[src/rtl/multimode_ff_bank.sv]
`default_nettype none
// ============================================================================
//  Module   : multimode_ff_bank
//  Function : WIDTH-bit flip-flop bank, per-cycle D/T/JK/SR mode, with
//             parallel load, clock enable, change mask, saturating activity
//             counter and sticky illegal-SR flag.
//  Revision : 1.0  initial release
// ============================================================================
module multimode_ff_bank #(
    parameter int               WIDTH   = 8,
    parameter logic [WIDTH-1:0] RST_VAL = '0,
    parameter int               CNT_W   = 16
) (
    input  logic             clk,
    input  logic             rst,
    input  logic             en,
    input  logic [1:0]       mode,
    input  logic [WIDTH-1:0] a,
    input  logic [WIDTH-1:0] b,
    input  logic             load,
    input  logic [WIDTH-1:0] load_val,
    input  logic             clr_err,
    output logic [WIDTH-1:0] q,
    output logic [WIDTH-1:0] qbar,
    output logic [WIDTH-1:0] changed,
    output logic [CNT_W-1:0] act_cnt,
    output logic             sr_err
);

    localparam logic [1:0]       c_MODE_D  = 2'b00;
    localparam logic [1:0]       c_MODE_T  = 2'b01;
    localparam logic [1:0]       c_MODE_JK = 2'b10;
    localparam logic [CNT_W-1:0] c_CNT_ONE = CNT_W'(1);
    localparam logic [CNT_W-1:0] c_CNT_MAX = '1;

    logic [WIDTH-1:0] r_q;
    logic [WIDTH-1:0] r_changed;
    logic [CNT_W-1:0] r_act_cnt;
    logic             r_sr_err;

    logic [WIDTH-1:0] w_q_next;
    logic [WIDTH-1:0] w_diff;
    logic             w_sr_set;

    // Per-bit next state; SR with S=R=1 holds the bit (a^b == 0 keeps q).
    always_comb begin
        w_q_next = r_q;
        w_sr_set = 1'b0;
        if (load) begin
            w_q_next = load_val;
        end else if (en) begin
            case (mode)
                c_MODE_D:  w_q_next = a;
                c_MODE_T:  w_q_next = r_q ^ a;
                c_MODE_JK: w_q_next = (a & ~r_q) | (~b & r_q);
                default: begin
                    w_q_next = (r_q & ~(a ^ b)) | (a & ~b);
                    w_sr_set = |(a & b);
                end
            endcase
        end
    end

    assign w_diff = w_q_next ^ r_q;

    always_ff @(posedge clk or negedge rst) begin
        if (!rst) begin
            r_q       <= RST_VAL;
            r_changed <= '0;
            r_act_cnt <= '0;
            r_sr_err  <= 1'b0;
        end else begin
            r_q       <= w_q_next;
            r_changed <= w_diff;
            if ((|w_diff) && (r_act_cnt != c_CNT_MAX)) begin
                r_act_cnt <= r_act_cnt + c_CNT_ONE;
            end
            // Set takes priority over clear on the same edge.
            if (w_sr_set) begin
                r_sr_err <= 1'b1;
            end else if (clr_err) begin
                r_sr_err <= 1'b0;
            end
        end
    end

    assign q       = r_q;
    assign qbar    = ~r_q;
    assign changed = r_changed;
    assign act_cnt = r_act_cnt;
    assign sr_err  = r_sr_err;

endmodule
`default_nettype wire

[config.mk]
export PLATFORM = sky130hd
export DESIGN_NAME = multimode_ff_bank
export DESIGN_NICKNAME = d
export VERILOG_FILES = /design/src/rtl/multimode_ff_bank.sv
export SDC_FILE = /design/constraint.sdc
export NUM_CORES = 1
export LEC_CHECK = 0
export CORE_MARGIN = 3
export CORE_UTILIZATION = 42
export DETAILED_ROUTE_END_ITERATION = 8
export GPL_TIMING_DRIVEN = 0
export PLACE_DENSITY = 0.75
export RECOVER_POWER = 50
export SYNTH_ARGS = -nofsm -noshare
export SYNTH_HDL_FRONTEND = slang
export SYNTH_SLANG_ARGS = --single-unit
[constraint.sdc]
create_clock -name clk -period 2.1 [get_ports clk]
set_clock_uncertainty 0.1 [all_clocks]
set_input_delay 0.315 -clock clk [delete_from_list [all_inputs] [get_ports clk]]
set_output_delay 0.315 -clock clk [all_outputs]
set_load 0.005 [all_outputs]
======== Word level (Yosys, flattened, before mapping) ========
Cells that the tools add are included.
cells by class
  muxes and demuxes ....................... 8
  reduce and logical (&&, ||, !) cells .... 6
  $add $sub $neg .......................... 1
  equality and inequality tests ........... 3
  bitwise logic cells ..................... 13
operators by type and width
  operator               count
  $and 8x8->8            5
  $not 8->8              3
  $pmux 8 s3             1
  $xor 8x8->8            3
  $add 16x1->16 const B  1
  $mux 8                 2
  $ne 16x16->1 const B   1
  $or 8x8->8             2
  $reduce_or 8->1        2
  $mux 1                 5
  $reduce_or 3->1        1
  $eq 2x1->1 const B     1
  $eq 2x2->1 const B     1
  $logic_not 2->1        1
  $reduce_bool 2->1      1
  $logic_and 1x1->1      1
storage, ports and cells
  word-level logic and storage cells ...... 35
  bits of input ports ..................... 31
  bits in registers ....................... 33

======== Logic depth before layout (Yosys ltp) ========
Gate-level depths: netlist (run 1).
  word-level depth ........................ 10
  mapped depth ............................ 11
  depth with buffers taken out ............ 10

======== Least setup slack after synthesis (run 1) ========
OpenSTA, ideal clock, no wires.
  path type ............................... input port to flip-flop
  start point ............................. input b[2]
  end point ............................... register r_act_cnt[12] (netlist: act_cnt[12])
  data required time ...................... 1.873 ns
  path slack .............................. -0.363 ns
  data arrival time ....................... 2.235 ns
  stages on the path ...................... 10
  cells stage by stage .................... inv_1 -> ha_1 -> or2b_1 -> a32oi_1 -> or3b_1 -> a31oi_2 -> nor4_4 -> nand4_4 -> nand4_1 -> mux2_1
on the way
  word-level cells in the longest chain between the ends .. 10
  elaborated cells between the ends (all ways) .. 14
  classes of those cells .................. 3 x mux; 9 x bitwise; 2 x reduce/logical
RTL lines
  item                   line  RTL
  from (decl)            19    input logic [WIDTH-1:0] b,
  $xor 8x8->8            57    w_q_next = (r_q & ~(a ^ b)) | (a & ~b);
  $not 8->8              57
  $and 8x8->8            57
  $or 8x8->8             57
  $pmux 8 s3 (*)         52    case (mode)
  $mux 8 (*)             51    end else if (en) begin
  $mux 8 (*)             49    if (load) begin
  $xor 8x8->8 (*)        64    assign w_diff = w_q_next ^ r_q;
  net w_diff[2]          42    logic [WIDTH-1:0] w_diff;
  $reduce_or 8->1 (*)    75    if ((|w_diff) && (r_act_cnt != c_CNT_MAX)) begin
  $logic_and 1x1->1 (*)  75
  to (signal assigned)   76    r_act_cnt <= r_act_cnt + c_CNT_ONE;
  to (decl)              38    logic [CNT_W-1:0] r_act_cnt;
Mark *: on every way through the listed nets, which the timed path passes. The rest lies on a longest branch.
A chain may end at the register's enable or synchronous reset.

======== Worst setup path after layout (run 1) ========
  start point ............................. register r_q[3] (netlist: q[3])
  end point ............................... register r_act_cnt[12] (netlist: act_cnt[12])
on the way
  word-level cells in the longest chain between the ends .. 9
  elaborated cells between the ends (all ways) .. 13
  classes of those cells .................. 3 x mux; 8 x bitwise; 2 x reduce/logical
RTL lines
  item                    line  RTL
  from (decl)             36    logic [WIDTH-1:0] r_q;
  from (signal assigned)  73    r_q <= w_q_next;
  $not 8->8               55    c_MODE_JK: w_q_next = (a & ~r_q) | (~b & r_q);
  $and 8x8->8             55
  $or 8x8->8              55
  $pmux 8 s3              52
  $mux 8                  51
  $mux 8                  49
  $xor 8x8->8 (*)         64
  net w_diff[3]           42
  $reduce_or 8->1 (*)     75
  $logic_and 1x1->1 (*)   75
Marks and branches as above.

==> flow_metrics.env, run 1 <==
export IMPL_die_w_um=83.2
export IMPL_ant_nets=0
export IMPL_vias=2392
export IMPL_die_h_um=83.2
export IMPL_cts_buffer_depth=2
export IMPL_worst_path_buf_inv=1
export IMPL_cts_tree="yes"
export IMPL_register_area_um2=833
export IMPL_synth_enable_flop_cells=0
export IMPL_multi_input_area_um2=1850
export IMPL_drive_gt1_share_pct=32.2
export IMPL_cp_start_kind="register"
export IMPL_seq_area_frac_synth_pct=33.0
export IMPL_diodes=0
export IMPL_syn_area_per_cell_um2=9.32
export IMPL_period_share_pct=114
export IMPL_initial_core_util_pct=44.4
export IMPL_clk_latency_ns=0.29
export IMPL_fin_setup_tns_ns=-3.41
export IMPL_path_clk_slew_ns=0.08
export IMPL_fin_nets=416
export IMPL_max_cap_violations=1
export IMPL_dp_hpwl_um=4850
export IMPL_antenna_found_initial=0
export IMPL_ctsHtreeMaxLevel=2
export IMPL_path_delay_family="simple AND/OR/NAND/NOR gates"
export IMPL_violations="capacitance limit, slew limit, setup timing"
export IMPL_core_area_um2=5640
export IMPL_drt_iter0_drc=108
export IMPL_endpoint_kind="register"
export IMPL_cts_hold_buf=0
export IMPL_dp_cells=411
export IMPL_grt_setup_unrepaired="yes"
export IMPL_power_w=0.00246
export IMPL_drcViolationCount=0
export IMPL_grt_pass1_vias=2351
export IMPL_cp_slowest_cell="dfrtp_2"
export IMPL_root_buffer="clkbuf_8"
export IMPL_tightestPinTransition_ns=1.75
export IMPL_synth_area_um2=2510
export IMPL_setup_viol=16
export IMPL_yosysWarningCount=0
export IMPL_reg2reg_to="act_cnt[12]$_DFFE_PN0P_"
export IMPL_gp_congestion=0.818
export IMPL_avgViaCountPerCell=5.42
export IMPL_rrSetupSlack_ns=-0.29
export IMPL_slew_violations=34
export IMPL_hold_violations=0
export IMPL_rows=27
export IMPL_numCtsBuffers=5
export IMPL_first_pass_iters=4
export IMPL_synthFlopType="dfrtp_1"
export IMPL_grt_usage_pct=19.1
export IMPL_grt_pass1_wl_um=11100
export IMPL_area_growth_pct=58.7
export IMPL_worst_slew_margin_rel_pct=-16.8
export IMPL_fin_ws_ns=-0.293
export IMPL_async_flop_share_pct=100
export IMPL_cts_sinks=33
export IMPL_crit_arrival_ns=2.46
export IMPL_worstRegToRegCells=9
export IMPL_synthDistinctLibCells=57
export IMPL_post_route_min_period_ns=2.39
export IMPL_required_ns=2.17
export IMPL_synth_fp_nets=317
export IMPL_io_pins=72
export IMPL_p_per_area_nw_per_um2=619
export IMPL_routed_wl_um=6930
export IMPL_crit_end="act_cnt[12]$_DFFE_PN0P_"
export IMPL_hold_path_class="input port to asynchronous set/reset pin"
export IMPL_dieArea_um2=6930
export IMPL_grt_ovfl_total=0
export IMPL_cp_slowest_stage_delay_ns=0.42
export IMPL_netlist_instances=269
export IMPL_regToRegStartpoint="q[3]$_DFF_PN0_"
export IMPL_avgRoutedWirePerCell_um=15.7
export IMPL_power_leakage_nw=1.69
export IMPL_io_buffers=70
export IMPL_fmax_mhz=418
export IMPL_grt_max_degree=34
export IMPL_worst_hold_slack_ns=0.380
export IMPL_status="finished, violations left"
export IMPL_crit_chain="maj3_2 > o2bb2ai_4 > buf_4 > a221oi_4 > a31oi_4 > nor4_4 > nand4_4 > nand4_1 > mux2_4"
export IMPL_instances_no_fill=441
export IMPL_fillCellCount=411
export IMPL_critPathLaunch="q[3]$_DFF_PN0_"
export IMPL_crit_fanout=6
export IMPL_peakVddDrop_uv=453
export IMPL_critPathKind="register to register"
export IMPL_worst_path_stages=9
export IMPL_ys_seq_elements=33
-- flip-flops by register name, indices dropped and copies added, names as in the netlist --
signal   flops
act_cnt     16
changed      8
q            8
sr_err       1
-- through the flow --
| step | setup slack, ns | area, um2 | utilization [%] |
|---|---|---|---|
| floorplan | -0.279 | 2660 | - |
| global placement | -1.16 | 3450 | 61.2 |
| detailed placement | -1.21 | 3450 | 61.1 |
| CTS | -0.299 | 3890 | 68.9 |
| global route | -0.389 | 3980 | 70.5 |
| finish | -0.293 | 3980 | 70.5 |
-- worst min path at each step --
stage	end	slack, ns	cells after the start
floorplan	act_cnt[0]$_DFFE_PN0P_	-0.08	0
global placement	act_cnt[9]$_DFFE_PN0P_	0.38	1
detailed placement	act_cnt[3]$_DFFE_PN0P_	0.32	1
CTS	act_cnt[0]$_DFFE_PN0P_	0.006	1
global route	act_cnt[15]$_DFFE_PN0P_	0.42	1
finish	q[6]$_DFF_PN0_	0.38	1
-- cells in the mapped netlist, drive strengths merged (6+ instances only) --
master	instances	area share (%)
nand3	13	2.8
dfrtp	33	33
a21oi	8	1.6
inv	25	3.7
maj3	6	2.5
clkbuf	6	0.90
nand2b	15	4.6
o2bb2ai	7	2.7
buf	8	3.0
o21ai	9	1.8
nand4	9	2.8
nor2	11	1.6
ha	17	8.5
xnor2	11	3.8
nand2	25	3.8
-- kinds of logic (layout without fill, tap and decap cells) --
kind of cell | after synthesis | in the layout | share of synthesized area, %
buffers and inverters | 39 | 139 | 7.64
multiplexers | 4 | 4 | 1.75
adder cells (fa/ha/maj) | 23 | 23 | 11.0
AO/OA/AOI/OAI | 55 | 55 | 17.4
AND/OR/NAND/NOR | 102 | 102 | 24.7
XOR/XNOR | 13 | 13 | 4.54
flip-flops | 33 | 33 | 33.0
-- final cells by class --
type / count / share of cell area (%)
well taps: 72 / 2.27
inverters: 25 / 2.74
plain buffers: 13 / 3.46
clock buffers: 7 / 2.42
clock inverters: 1 / 0.126
repair buffers: 93 / 21.5
flip-flops and latches: 33 / 21.0
multi-input cells: 197 / 46.5
-- routing by layer --
layer  track usage, %  routed length [um]  vias to the layer above  part of all wire [%]
met4             5.35                  74                        0                   1.1
met1             24.0                2970                     1154                    43
met5                0                   0                        -                     0
met2             33.7                3520                       76                    51
li1                 -                   -                     1153                     -
met3             3.27                 358                        9                   5.2
-- placed cells by master, fill, tap and decap left out, types with 3 or more instances in the layout --
master / netlist / routed
a21boi_0: 5 / 5
a21oi_1: 8 / 7
a221oi_4: 0 / 3
a31oi_4: 0 / 4
a32oi_2: 0 / 4
and2_1: 4 / 4
buf_2: 0 / 4
buf_4: 2 / 20
buf_6: 5 / 9
buf_8: 0 / 3
clkbuf_1: 6 / 4
clkbuf_2: 0 / 3
clkbuf_8: 0 / 10
clkdlybuf4s50_1: 0 / 50
dfrtp_1: 33 / 27
dfrtp_2: 0 / 6
dlygate4sd2_1: 0 / 5
dlygate4sd3_1: 0 / 4
ha_1: 17 / 15
inv_1: 25 / 22
maj3_2: 2 / 5
mux2_4: 0 / 3
nand2_1: 24 / 24
nand2b_1: 12 / 10
nand2b_4: 3 / 5
nand3_1: 12 / 7
nand3_2: 1 / 6
nand4_1: 8 / 8
nor2_1: 11 / 10
nor2b_4: 0 / 3
o21ai_0: 9 / 9
o2bb2ai_4: 0 / 4
or3b_4: 0 / 4
xnor2_1: 11 / 10
-- power breakdown --
group / internal, W / total (W) / switching (W)
clock: 0.000296 / 0.000531 / 0.000235
combinational: 0.000611 / 0.00103 / 0.000422
sequential: 0.000758 / 0.000898 / 0.000140
-- what timing repair did --
action                                 CTS  global route
setup endpoints to repair               19            16
gates resized for setup                 97            16
endpoints found under the hold margin    0             0
buffers inserted                        18             5
pin swaps                               31            27
(Power assumes the default switching activity.)
==> run 2, diff against run 1 <==
- CTS_BUF_LIST: not set -> sky130_fd_sc_hd__clkbuf_16
- REMOVE_ABC_BUFFERS: not set -> 1
==> flow_metrics.env, run 2 (synthesis gave the netlist of run 1 again) <==
export IMPL_dp_slack_ns=-1.73
export IMPL_drcViolationCount=0
export IMPL_grt_pass1_vias=2380
export IMPL_setup_viol=16
export IMPL_die_h_um=83.2
export IMPL_area_growth_pct=53.2
export IMPL_avgViaCountPerCell=5.51
export IMPL_required_ns=2.16
export IMPL_fmax_mhz=409
export IMPL_final_cell_mix="52 x clkdlybuf4s50_1, 28 x dfrtp_1, 25 x inv_1"
export IMPL_root_buffer="clkbuf_16"
export IMPL_tightestPinTransition_ns=0.878
export IMPL_die_w_um=83.2
export IMPL_cts_sinks=33
export IMPL_core_area_um2=5640
export IMPL_crit_fanout=6
export IMPL_routed_wl_um=6900
export IMPL_ctsHtreeMaxLevel=2
export IMPL_crit_arrival_ns=2.50
export IMPL_drive_gt1_share_pct=29.9
export IMPL_drt_iter0_drc=97
export IMPL_post_route_min_period_ns=2.44
export IMPL_first_pass_iters=4
export IMPL_violations="setup timing"
export IMPL_grt_setup_unrepaired="yes"
export IMPL_fin_nets=405
export IMPL_period_share_pct=116
export IMPL_hold_path_class="input port to asynchronous set/reset pin"
export IMPL_critPathKind="register to register"
export IMPL_numCtsBuffers=5
export IMPL_slew_violations=0
export IMPL_cts_tree="yes"
export IMPL_gp_congestion=0.878
export IMPL_grt_pass1_wl_um=11100
export IMPL_initial_core_util_pct=44.4
export IMPL_power_leakage_nw=1.65
export IMPL_io_buffers=71
export IMPL_worst_slew_margin_rel_pct=41.4
export IMPL_rows=27
export IMPL_antenna_found_initial=0
export IMPL_grt_ovfl_total=0
export IMPL_instances_no_fill=430
export IMPL_dp_cells=398
export IMPL_cp_start_kind="register"
export IMPL_ant_nets=0
export IMPL_status="finished, violations left"
export IMPL_dieArea_um2=6930
export IMPL_avgRoutedWirePerCell_um=16.1
export IMPL_fin_ws_ns=-0.345
export IMPL_peakVddDrop_uv=477
export IMPL_diodes=0
export IMPL_cts_buffer_depth=2
export IMPL_cts_hold_buf=0
export IMPL_grt_usage_pct=19.3
export IMPL_grt_max_degree=34
export IMPL_clk_latency_ns=0.28
export IMPL_path_clk_slew_ns=0.06
export IMPL_vias=2370
export IMPL_endpoint_kind="register"
export IMPL_largest_reg_flops=16
export IMPL_hold_violations=0
export IMPL_io_pins=72
export IMPL_final_common_cell="clkdlybuf4s50_1"
export IMPL_dp_hpwl_um=4330
export IMPL_p_per_area_nw_per_um2=675
export IMPL_max_cap_violations=0
## run 2: changes by cell type in the layout (fill, tap and decap cells not counted), moves of 3 or more
cell,before,now
clkbuf_16,0,5
clkbuf_1,4,0
buf_8,3,0
inv_1,22,25
dlygate4sd2_1,5,2
clkbuf_8,10,0
clkdlybuf4s15_2,0,3
dlygate4sd3_1,4,0
buf_6,9,6
## run 2: timing repair
| action | CTS | global route |
|---|---|---|
| gates cloned | 1 | 0 |
| pin swaps | 29 | 18 |
| resized for setup | 103 | 23 |
| setup endpoints to repair | 33 | 16 |
| setup buffers | 19 | 4 |
## run 2: worst max-delay path, cell delays in order (launching register included)
cell and delay (ns):
dfrtp_2 0.42, maj3_2 0.34, o2bb2ai_4 0.19, or3b_4 0.16, a31oi_4 0.09, nor4_4 0.33, nand4_4 0.24, nand4_1 0.15
mux2_4 0.31
## run 2: cell type report
class,instances,area (um2)
clock buffers,5,125
clock inverters,3,13.8
fillers,426,1800
inverters,25,93.8
multi-input cells,198,1820
flip-flops and latches,33,832
well taps,72,90.1
repair buffers,94,870
## run 2: path summary, 6_finish.rpt
check                      slack [ns]  depth (start not counted)              startpoint                      end
max                             -0.34                          8          q[0]$_DFF_PN0_  act_cnt[12]$_DFFE_PN0P_
min                              0.06                          1                     rst     changed[0]$_DFF_PN0_
max reg2reg                     -0.34                          8          q[0]$_DFF_PN0_  act_cnt[12]$_DFFE_PN0P_
min reg2reg                      0.41                          1  act_cnt[9]$_DFFE_PN0P_   act_cnt[9]$_DFFE_PN0P_
max in group asynchronous        1.24                          1                     rst           q[7]$_DFF_PN0_
min in group clk                 0.41                          1  act_cnt[9]$_DFFE_PN0P_   act_cnt[9]$_DFFE_PN0P_
## run 2: where the power goes
part           switching, W  leakage, nW  internal, W
Sequential         0.000134        0.400     0.000759
Clock              0.000266       0.0748     0.000430
Combinational      0.000416         1.18     0.000586
## run 2: metrics by stage
step | cell area [um2] | util (%) | power, W | hold slack [ns] | setup TNS [ns]
after floorplan | 2410 | - | 0.00126 | -0.0806 | -4.28
after global placement | 3210 | 56.9 | 0.00169 | 0.375 | -36.24
after detailed placement | 3200 | 56.8 | 0.00172 | 0.339 | -34.13
after CTS | 3650 | 64.8 | 0.00254 | 0.0485 | -3.95
after global routing | 3840 | 68.1 | 0.00274 | 0.121 | -5.40
final | 3840 | 68.1 | 0.00259 | 0.0551 | -4.15
## run 2: metal layers
layer  routed length (um)  GRT usage [%]  vias up
met1                 2950           23.7     1154
met5                    0              0        -
li1                     -              -     1131
met4                   82           5.50        0
met2                 3500           34.0       77
met3                  372           3.87        8
==> run 3, diff against run 2 <==
- MAX_ROUTING_LAYER: not set -> met4
==> flow_metrics.env, run 3 (synthesis gave the netlist of run 1 again) <==
export IMPL_status="finished, violations left"
export IMPL_violations="setup timing"
export IMPL_first_pass_iters=4
export IMPL_grt_max_degree=34
export IMPL_cp_start_kind="register"
export IMPL_instances_no_fill=430
export IMPL_grt_usage_pct=19.8
export IMPL_fin_nets=405
export IMPL_numCtsBuffers=5
export IMPL_cp_slowest_stage_delay_ns=0.42
export IMPL_gp_congestion=0.893
export IMPL_final_common_cell="clkdlybuf4s50_1"
export IMPL_crit_chain="maj3_2 > o2bb2ai_4 > or3b_4 > a31oi_4 > nor4_4 > nand4_4 > nand4_1 > mux2_4"
export IMPL_root_buffer="clkbuf_16"
export IMPL_area_growth_pct=55.6
export IMPL_core_area_um2=5640
export IMPL_initial_core_util_pct=44.4
export IMPL_path_delay_family="simple AND/OR/NAND/NOR gates"
export IMPL_regToRegStartpoint="q[0]$_DFF_PN0_"
export IMPL_antenna_found_initial=0
export IMPL_cts_buffer_depth=2
export IMPL_peakVddDrop_uv=482
export IMPL_p_per_area_nw_per_um2=673
export IMPL_cts_tree="yes"
export IMPL_drcViolationCount=0
export IMPL_cts_sinks=33
export IMPL_tightestPinTransition_ns=0.864
export IMPL_cp_slowest_cell="dfrtp_2"
export IMPL_fin_ws_ns=-0.356
export IMPL_crit_fanout=6
export IMPL_power_leakage_nw=1.67
export IMPL_routed_wl_um=7040
export IMPL_hold_violations=0
export IMPL_grt_setup_unrepaired="yes"
export IMPL_endpoint_kind="register"
export IMPL_dieArea_um2=6930
export IMPL_vias=2384
export IMPL_cts_hold_buf=0
export IMPL_critPathKind="register to register"
export IMPL_post_route_min_period_ns=2.46
export IMPL_avgRoutedWirePerCell_um=16.4
export IMPL_dp_cells=398
export IMPL_grt_ovfl_total=0
export IMPL_largest_reg_flops=16
export IMPL_setup_viol=16
export IMPL_rows=27
export IMPL_reg2reg_to="act_cnt[12]$_DFFE_PN0P_"
export IMPL_path_clk_slew_ns=0.06
export IMPL_worstRegToRegCells=8
export IMPL_crit_arrival_ns=2.51
export IMPL_drt_iter0_drc=88
export IMPL_drive_gt1_share_pct=31.6
export IMPL_final_area_um2=3900
export IMPL_ant_nets=0
export IMPL_slew_violations=0
export IMPL_clk_latency_ns=0.28
export IMPL_fmax_mhz=407
export IMPL_worst_slew_margin_rel_pct=42.4
export IMPL_grt_pass1_wl_um=11100
export IMPL_hold_path_class="input port to asynchronous set/reset pin"
export IMPL_worst_path_buf_inv=0
export IMPL_die_w_um=83.2
export IMPL_die_h_um=83.2
export IMPL_dp_hpwl_um=4330
export IMPL_required_ns=2.15
export IMPL_final_cell_mix="52 x clkdlybuf4s50_1, 27 x dfrtp_1, 24 x inv_1, 24 x nand2_1, 22 x buf_4"
export IMPL_io_buffers=71
export IMPL_rrSetupSlack_ns=-0.36
export IMPL_grt_pass1_vias=2379
export IMPL_diodes=0
export IMPL_avgViaCountPerCell=5.54
export IMPL_period_share_pct=117
export IMPL_io_pins=72
export IMPL_ctsHtreeMaxLevel=2
export IMPL_max_cap_violations=0
export IMPL_place_area_um2=3200
-- run 3: worst max-delay path by stage --
stage	from	to	slack [ns]	cells past startpoint
after floorplan	b[2]	act_cnt[12]$_DFFE_PN0P_	-0.42	10
after global placement	mode[0]	act_cnt[12]$_DFFE_PN0P_	-1.69	9
after detailed placement	mode[0]	act_cnt[14]$_DFFE_PN0P_	-1.73	9
after CTS	q[1]$_DFF_PN0_	act_cnt[12]$_DFFE_PN0P_	-0.30	8
after global routing	q[0]$_DFF_PN0_	act_cnt[12]$_DFFE_PN0P_	-0.43	8
final	q[0]$_DFF_PN0_	act_cnt[12]$_DFFE_PN0P_	-0.36	8
-- run 3: per-layer routing --
layer | vias up | track usage (%) | part of all wire, %
li1 | 1137 | - | -
met1 | 1150 | 24.0 | 42
met2 | 89 | 33.9 | 51
met3 | 8 | 3.47 | 5.5
met4 | 0 | 5.50 | 1.1
met5 | - | - | 0
-- run 3: power by group --
part / switching (W) / total, W / internal [W]
Combinational: 0.000430 / 0.00103 / 0.000598
Sequential: 0.000141 / 0.000901 / 0.000759
Clock: 0.000266 / 0.000696 / 0.000430
Total: 0.000837 / 0.00263 / 0.00179
-- run 3: area by class of cell --
class / instances / area [um2]
Sequential cell: 33 / 833
Tap cell: 72 / 90.1
Timing Repair Buffer: 94 / 867
Multi-Input combinational cell: 198 / 1870
Clock buffer: 5 / 125
Clock inverter: 3 / 13.8
Inverter: 25 / 96.3
Fill cell: 407 / 1740
-- run 3: worst register-to-register path: cells and delay by family, from the launching register on --
kind	cells	cell delay [ns]
DFF	1	0.42
muxes	1	0.31
AOI/OAI and AO/OA	2	0.28
and+or+nand+nor	4	0.89
adders and majority gates	1	0.35
-- run 3: through the flow --
step           total power, W  hold slack (ns)  utilization, %  TNS [ns]  setup slack, ns
2_1_floorplan         0.00126          -0.0806               -     -4.28           -0.425
3_3_place_gp          0.00169            0.375            56.9    -36.24            -1.69
3_5_place_dp          0.00172            0.339            56.8    -34.13            -1.73
4_1_cts               0.00254           0.0485            64.8     -3.95           -0.303
5_1_grt               0.00277            0.119            69.1     -5.23           -0.430
6_report              0.00263           0.0497            69.1     -4.02           -0.356
-- run 3: timing repair --
item,CTS,global route
hold endpoints to repair,0,0
buffers inserted,19,4
gates cloned,1,0
endpoints found under the setup margin,33,16
pin swaps,29,21
resized for setup,103,36
